**src/rtl/spi_arbiter.sv**
```systemverilog
// Round-robin arbiter sharing one spi_master between NREQ requesters.
// Each grant loads m_din, pulses m_st, follows m_busy and returns rx_dat with a done pulse.
module spi_arbiter #(
  parameter int WIDTH   = 13,
  parameter int NREQ    = 4,
  parameter int TIMEOUT = 1024
) (
  input  logic                  clk,
  input  logic                  rst,
  input  logic [NREQ-1:0]       req,
  input  logic [NREQ*WIDTH-1:0] tx_dat,
  output logic [NREQ-1:0]       gnt,
  output logic [NREQ-1:0]       done,
  output logic                  err,
  output logic [WIDTH-1:0]      rx_dat,
  output logic                  busy,
  output logic                  m_st,
  output logic [WIDTH-1:0]      m_din,
  input  logic [WIDTH-1:0]      m_dout,
  input  logic                  m_busy
);

  localparam int IW = (NREQ > 1) ? $clog2(NREQ) : 1;
  localparam int CW = $clog2(TIMEOUT) + 1;

  typedef enum logic [2:0] {IDLE, START, WAIT, XFER, FIN} state_t;

  state_t            state, state_nxt;
  logic [IW-1:0]     last, cur, sel, idx;
  logic              sel_vld;
  logic [NREQ-1:0]   sel_oh;
  logic [CW-1:0]     cnt;
  logic [WIDTH-1:0]  tx_arr [NREQ];

  always_comb begin
    for (int unsigned i = 0; i < NREQ; i++) begin
      tx_arr[i] = tx_dat[i*WIDTH +: WIDTH];
    end
  end

  // First requesting index after the last winner, wrapping modulo NREQ.
  always_comb begin
    sel     = '0;
    sel_vld = 1'b0;
    idx     = '0;
    for (int unsigned off = 1; off <= NREQ; off++) begin
      idx = IW'((32'(last) + off) % NREQ);
      if (!sel_vld && req[idx]) begin
        sel     = idx;
        sel_vld = 1'b1;
      end
    end
    sel_oh      = '0;
    sel_oh[sel] = 1'b1;
  end

  // The counter holds cycles-minus-one, so this compare is the cycle it reaches TIMEOUT-1.
  always_comb begin
    state_nxt = state;
    case (state)
      IDLE:    if (sel_vld) state_nxt = START;
      START:   state_nxt = WAIT;
      WAIT:    if (m_busy) state_nxt = XFER;
               else if (cnt == CW'(TIMEOUT - 2)) state_nxt = FIN;
      XFER:    if (!m_busy) state_nxt = FIN;
      FIN:     state_nxt = IDLE;
      default: state_nxt = IDLE;
    endcase
  end

  always_ff @(posedge clk or negedge rst) begin
    if (!rst) begin
      state  <= IDLE;
      last   <= IW'(NREQ - 1);
      cur    <= '0;
      cnt    <= '0;
      gnt    <= '0;
      done   <= '0;
      err    <= 1'b0;
      rx_dat <= '0;
      busy   <= 1'b0;
      m_st   <= 1'b0;
      m_din  <= '0;
    end else begin
      state <= state_nxt;
      busy  <= (state_nxt != IDLE);
      m_st  <= 1'b0;
      done  <= '0;
      err   <= 1'b0;
      case (state)
        IDLE: if (sel_vld) begin
          gnt   <= sel_oh;
          cur   <= sel;
          m_din <= tx_arr[sel];
          m_st  <= 1'b1;
        end
        START: cnt <= '0;
        WAIT: if (!m_busy) begin
          cnt <= cnt + 1'b1;
          if (state_nxt == FIN) begin
            done <= gnt;
            err  <= 1'b1;
          end
        end
        XFER: if (!m_busy) begin
          rx_dat <= m_dout;
          done   <= gnt;
        end
        FIN: begin
          gnt  <= '0;
          last <= cur;
        end
        default: ;
      endcase
    end
  end

endmodule

```
**config.mk**
```make
export PLATFORM = sky130hd
export DESIGN_NAME = spi_arbiter
export DESIGN_NICKNAME = d
export VERILOG_FILES = /design/src/rtl/spi_arbiter.sv
export SDC_FILE = /design/constraint.sdc
export NUM_CORES = 1
export LEC_CHECK = 0
export CAP_MARGIN = 20
export CORE_ASPECT_RATIO = 1.75
export CORE_MARGIN = 2
export CORE_UTILIZATION = 30
export CTS_BUF_LIST = sky130_fd_sc_hd__clkbuf_4 sky130_fd_sc_hd__clkbuf_8 sky130_fd_sc_hd__clkbuf_16
export DETAILED_ROUTE_END_ITERATION = 8
export PLACE_DENSITY = 0.58
export SYNTH_ARGS = -nofsm -noshare
export SYNTH_HDL_FRONTEND = slang
export SYNTH_SLANG_ARGS = --single-unit
```
**constraint.sdc**
```tcl
create_clock -name clk -period 3.7 [get_ports clk]
set_input_delay 0.74 -clock clk [delete_from_list [all_inputs] [get_ports clk]]
set_output_delay 0.74 -clock clk [all_outputs]
set_load 0.05 [all_outputs]
```
==> results of run 1 <==
cell type report:
class	instances	share of cell area [%]
Timing Repair Buffer	114	25.8
Sequential cell	55	31.8
Multi-Input combinational cell	185	34.7
Tap cell	125	3.60
Clock buffer	8	3.40
Inverter	6	0.692
power groups by stage:
| stage | registers, mW | logic (mW) | clock network, mW |
|---|---|---|---|
| 6_report | 1.03 | 1.93 | 0.473 |
| 3_5_place_dp | 1.04 | 1.95 | 0 |
| 2_1_floorplan | 1.57 | 0.878 | 0 |
| 4_1_cts | 1.03 | 1.95 | 0.492 |
| 3_3_place_gp | 1.03 | 1.92 | 0 |
| 5_1_grt | 1.06 | 2.05 | 0.520 |
synthesized netlist by cell type, drive strengths merged, types with 4 or more instances:
master / n
or3: 4
mux2i: 14
nor2: 13
buf: 14
xor2: 5
a221o: 13
nand4: 4
a21oi: 8
inv: 6
nand3: 28
dfrtp: 53
and2: 5
mux2: 28
o21ai: 12
nand2: 17
metal layers:
layer | up-vias | part of all wire (%) | wire length, um
met2 | 81 | 55 | 4210
li1 | 1167 | - | -
met4 | 0 | 1.6 | 123
met1 | 1168 | 38 | 2880
met5 | - | 0 | 0
met3 | 8 | 5.8 | 447
through the flow:
stage | util (%) | setup slack [ps] | hold WS (ps) | cell area (um^2) | power, mW
final | 43.8 | 900 | 486 | 4340 | 3.43
after global routing | 43.8 | 763 | 502 | 4340 | 3.63
after CTS | 43.8 | 879 | 489 | 4340 | 3.47
after detailed placement | 42.3 | 576 | 474 | 4190 | 2.99
after global placement | 42.3 | 613 | 456 | 4190 | 2.95
after floorplan | - | 1490 | 442 | 3050 | 2.44
kinds of logic after synthesis:
logic type	count (synthesis)	share of synthesized area, %
AND/OR/NAND/NOR	89	18.2
flip-flops	55	45.1
AO/OA/AOI/OAI	47	12.4
XOR/XNOR	5	1.43
adder cells (fa/ha/maj)	2	0.819
multiplexers	42	15.8
buffers and inverters	23	6.19
sequential cells by signal (all words and copies together), names as in the netlist, 2 cells and up:
name,flops
cnt,11
cur,2
done,4
gnt,4
last,2
m_din,13
rx_dat,13
state,3
path summary, 6_finish.rpt:
path	start	end	slack, ps	depth (start not counted)
setup / recovery	req[2]	m_din[10]	900	6
hold / removal	rst	cnt[8]	490	1
setup reg to reg	last[1]	m_din[10]	1310	5
hold reg to reg	rx_dat[3]	rx_dat[3]	490	1
max in group asynchronous	rst	state[2]	2400	2
min in group clk	rx_dat[3]	rx_dat[3]	490	1
==> flow_metrics.tcl, run 1 <==
set metrics [dict create \
    maxSlewHeadroom_pct 28.9 \
    place_congestion 0.717 \
    clk_latency_ps 290 \
    fp.dieW_um 80.3 \
    drv_cap 0 \
    cts.hold.buffers_added 0 \
    final-max-slew-violation-count 0 \
    numCtsBuffers 5 \
    power.static_leakage_nw 1.77 \
    use_met1_pct 15.1 \
    end_kind "register" \
    drc 0 \
    numPortBuffers 108 \
    dieHeight_um 137 \
    layout_commonest_cell "clkdlybuf4s50_1" \
    cts_max_level 2 \
    cts-resized-gates 0 \
    first_global_vias 2558 \
    syn_area_per_cell_um2 11.6 \
    cp-start-kind "input pin" \
    clk_pin_slew_ps 70 \
    grt.busiest_layer "met2" \
    powerDensity_nw_per_um2 790 \
    seq_area_frac_synth_pct 45.1 \
    drive_above_1_share_pct 16.0 \
    power_frac_clock_pct 13.8 \
    ys.flop_type "dfrtp_1" \
    fill_cells 987 \
    grt_use_met3_pct 3.15 \
    synth_top_cells_by_area "dfrtp_1 43%, mux2i_1 4.6%, mux2_2 4.4%" \
    p_comb_share_pct 56.3 \
    wl_per_cell_um 15.5 \
    ys_ff_latch 55 \
    swShare_pct 45.7 \
    ir_drop_v 0.000418 \
    cts_tree "done" \
    cts_num_sinks 55 \
    grtUsageTotal_pct 14.1 \
    finalSetupViolCount 0 \
    required_ps 3870 \
    grt_max_degree 30 \
    path_cells "clkdlybuf4s50_1 -> nor2b_1 -> o21ai_1 -> a21oi_2 -> mux2i_1 -> a221o_1" \
    power_frac_seq_pct 29.9 \
    antenna_left 0 \
    post-cts-setup-buffer-count 0 \
    crit_family "compound AO/OA/AOI/OAI gates" \
    die-area_um2 11000 \
    synth_top_area_share_pct 43.4 \
    core_um2 9910 \
    vias 2424 \
    multi_input_area_um2 1510 \
    mostFrequentLayoutCells "107 x clkdlybuf4s50_1, 53 x dfrtp_1, 17 x nand2_1, 15 x nand3_1, 14 x mux2i_1" \
    hpwl_um 5900 \
    seqCellArea_um2 1380 \
    drt-pass1-iter-count 4 \
    synth_nets 337 \
    max_stage_delay_ps 810 \
    placed_cells 485 \
    drt-initial-drc-count 48 \
    cts-root-buf "clkbuf_16" \
    postSynthCellCount 263 \
    routed_wl_um 7660 \
    slowest_stage "a21oi_2" \
    viasPerCell 4.92 \
    nets 441 \
    yosysWarnings 0 \
    finalCritPeriodShare_pct 75.7 \
    grt_setup_unrepaired "false" \
    arrival_ps 2970 \
    status "completed" \
    post-route-min-period_ps 2800 \
    cp_num_buf_inv 1 \
    grt_pass1_wl_um 12100 \
    layout.cells.non_filler 493 \
    p_int_mw 1.86 \
    synthArstFlopShare_pct 100 \
    std_cell_rows 48 \
    syn_area_um2 3050 \
    num_antenna_cells 0 \
    syn_to_final_growth_pct 42.1 \
    clock.fmax_mhz 357 \
    ios 109 \
    hold_class "input pin to async pin" \
    crit_fanout 14 \
    power_switching_mw 1.57 \
    finalSetupTns_ps 0 \
    yosys.area.top_type "dfrtp_1" \
    finalHoldViolCount 0 \
    synth_edf_count 0 \
    worst_pin_slew_ps 1070 \
    initial_core_util_pct 30.8 \
    skew_ps 5.21 \
    gr-usage-met2_pct 26.6 \
    cts_buffer_depth 2 \
    crit_type "input pin to register" \
    grt-ovfl-total 0 \
    synth_cell_types 55 \
    antenna_found_initial 0 \
]
No activity file was read; power rests on OpenSTA's default activity.
==> run 2, diff against run 1 <==
- clock period: 3.7 -> 2.8 ns (I/O delays scaled with it)
==> flow_metrics.tcl, run 2 (synthesized netlist as in run 1, its figures left out) <==
set metrics [dict create \
    cts_tree "done" \
    syn_to_final_growth_pct 44.6 \
    finalSetupViolCount 0 \
    post-cts-setup-buffer-count 0 \
    numPortBuffers 108 \
    cts_num_sinks 55 \
    finalHoldViolCount 0 \
    finalCritPeriodShare_pct 89.3 \
    arrival_ps 2680 \
    grt-ovfl-total 0 \
    worstRegToRegCells 5 \
    worst_pin_slew_ps 1050 \
    numCtsBuffers 5 \
    fin_total_pwr_mw 4.61 \
    r2r_start "last[1]" \
    cts-root-buf "clkbuf_16" \
    drc 0 \
    grtUsageTotal_pct 13.9 \
    first_global_vias 2482 \
    hpwl_um 5680 \
    cts_buffer_depth 2 \
    cts.hold.buffers_added 0 \
    clk_latency_ps 290 \
    cp-start-kind "input pin" \
    drt-pass1-iter-count 4 \
    drive_above_1_share_pct 17.2 \
    drt-initial-drc-count 118 \
    drv_cap 0 \
    power.static_leakage_nw 1.80 \
    wl_per_cell_um 14.9 \
    multi_input_area_um2 1510 \
    num_antenna_cells 0 \
    maxSlewHeadroom_pct 29.9 \
    ios 109 \
    fp.dieW_um 80.3 \
    routed_wl_um 7420 \
    cts-resized-gates 0 \
    final-max-slew-violation-count 0 \
    cp_common_cell "mux2i_1" \
    slowest_stage "a21oi_2" \
    seqCellArea_um2 1380 \
    end_kind "register" \
    finalSetupTns_ps 0 \
    mostFrequentLayoutCells "107 x clkdlybuf4s50_1, 53 x dfrtp_1, 17 x nand2_1, 15 x nand3_1, 14 x mux2i_1" \
    clk_pin_slew_ps 70 \
    dieHeight_um 137 \
    viasPerCell 4.86 \
    antenna_left 0 \
    placed_cells 490 \
    antenna_found_initial 0 \
    layout.cells.non_filler 498 \
    initial_core_util_pct 30.8 \
    required_ps 2980 \
    die-area_um2 11000 \
    reg2reg_slack_ps 470 \
    grt_pass1_wl_um 12000 \
    crit_fanout 14 \
    grt_setup_unrepaired "false" \
    std_cell_rows 48 \
    hold_class "input pin to async pin" \
    reg_top3 "m_din: 13 flops, rx_dat: 13 flops, cnt: 11 flops" \
    place_congestion 0.727 \
    crit_type "input pin to register" \
    rr_endpoint "m_din[9]" \
    core_um2 9910 \
    holdWs_ps 251 \
    vias 2420 \
    cts_max_level 2 \
    powerDensity_nw_per_um2 1040 \
    status "completed" \
    nets 446 \
    skew_ps 7.39 \
    layout_commonest_cell "clkdlybuf4s50_1" \
    path_cells "clkdlybuf4s50_1 -> mux2i_1 -> o22ai_1 -> a21oi_2 -> mux2i_1 -> a221o_1" \
    worst_slack_ps 299 \
    grt_max_degree 33 \
    max_stage_delay_ps 780 \
    post-route-min-period_ps 2500 \
    fill_cells 952 \
    clock.fmax_mhz 400 \
    ir_drop_v 0.000606 \
    pre_cts_ws_ps -23.9 \
]
## run 2: cell count changes in the layout (fill, tap and decap cells not counted), sizes merged
cell / change
buf: +5
## run 2: critical path: cells and delay by family
family,cells,cell delay [ps]
AO/OA/AOI/OAI,3,1210
buffers and inverters,1,520
multiplexers,2,390
## run 2: layout make-up
cell class              instances  area share (%)
clock buffers                   8            3.63
inverters                       6           0.680
multi-input cells             185            34.1
flip-flops and latches         55            31.2
well taps                     125            3.54
repair buffers                119            26.8
## run 2: per-stage QoR
step	utilization [%]	instance area (um^2)
2_1_floorplan	-	3050
3_3_place_gp	42.9	4260
3_5_place_dp	42.9	4260
4_1_cts	44.6	4420
5_1_grt	44.6	4420
6_report	44.6	4420
## run 2: worst max path at each step
stage / start / end / slack (ps)
after CTS: req[3] / m_din[9] / 280
after detailed placement: req[3] / m_din[8] / -20
after global routing: req[3] / m_din[7] / 120
after floorplan: last[1] / m_din[10] / 750
after global placement: req[3] / m_din[8] / 40
final: req[3] / m_din[9] / 300
## run 2: power breakdown
group | leakage, nW | switching [mW] | total (mW) | internal (mW)
Combinational | 1.03 | 1.59 | 2.63 | 1.04
Sequential | 0.693 | 0.223 | 1.33 | 1.10
Clock | 0.0806 | 0.267 | 0.658 | 0.391
## run 2: routing by layer
| metal | wire length (um) | GRT usage [%] | share of wire (%) | vias up |
|---|---|---|---|---|
| met5 | 0 | 0 | 0 | - |
| li1 | - | - | - | 1183 |
| met3 | 425 | 3.47 | 5.7 | 5 |
| met1 | 2860 | 15.8 | 39 | 1153 |
| met2 | 4030 | 25.2 | 54 | 79 |
| met4 | 98 | 4.24 | 1.3 | 0 |
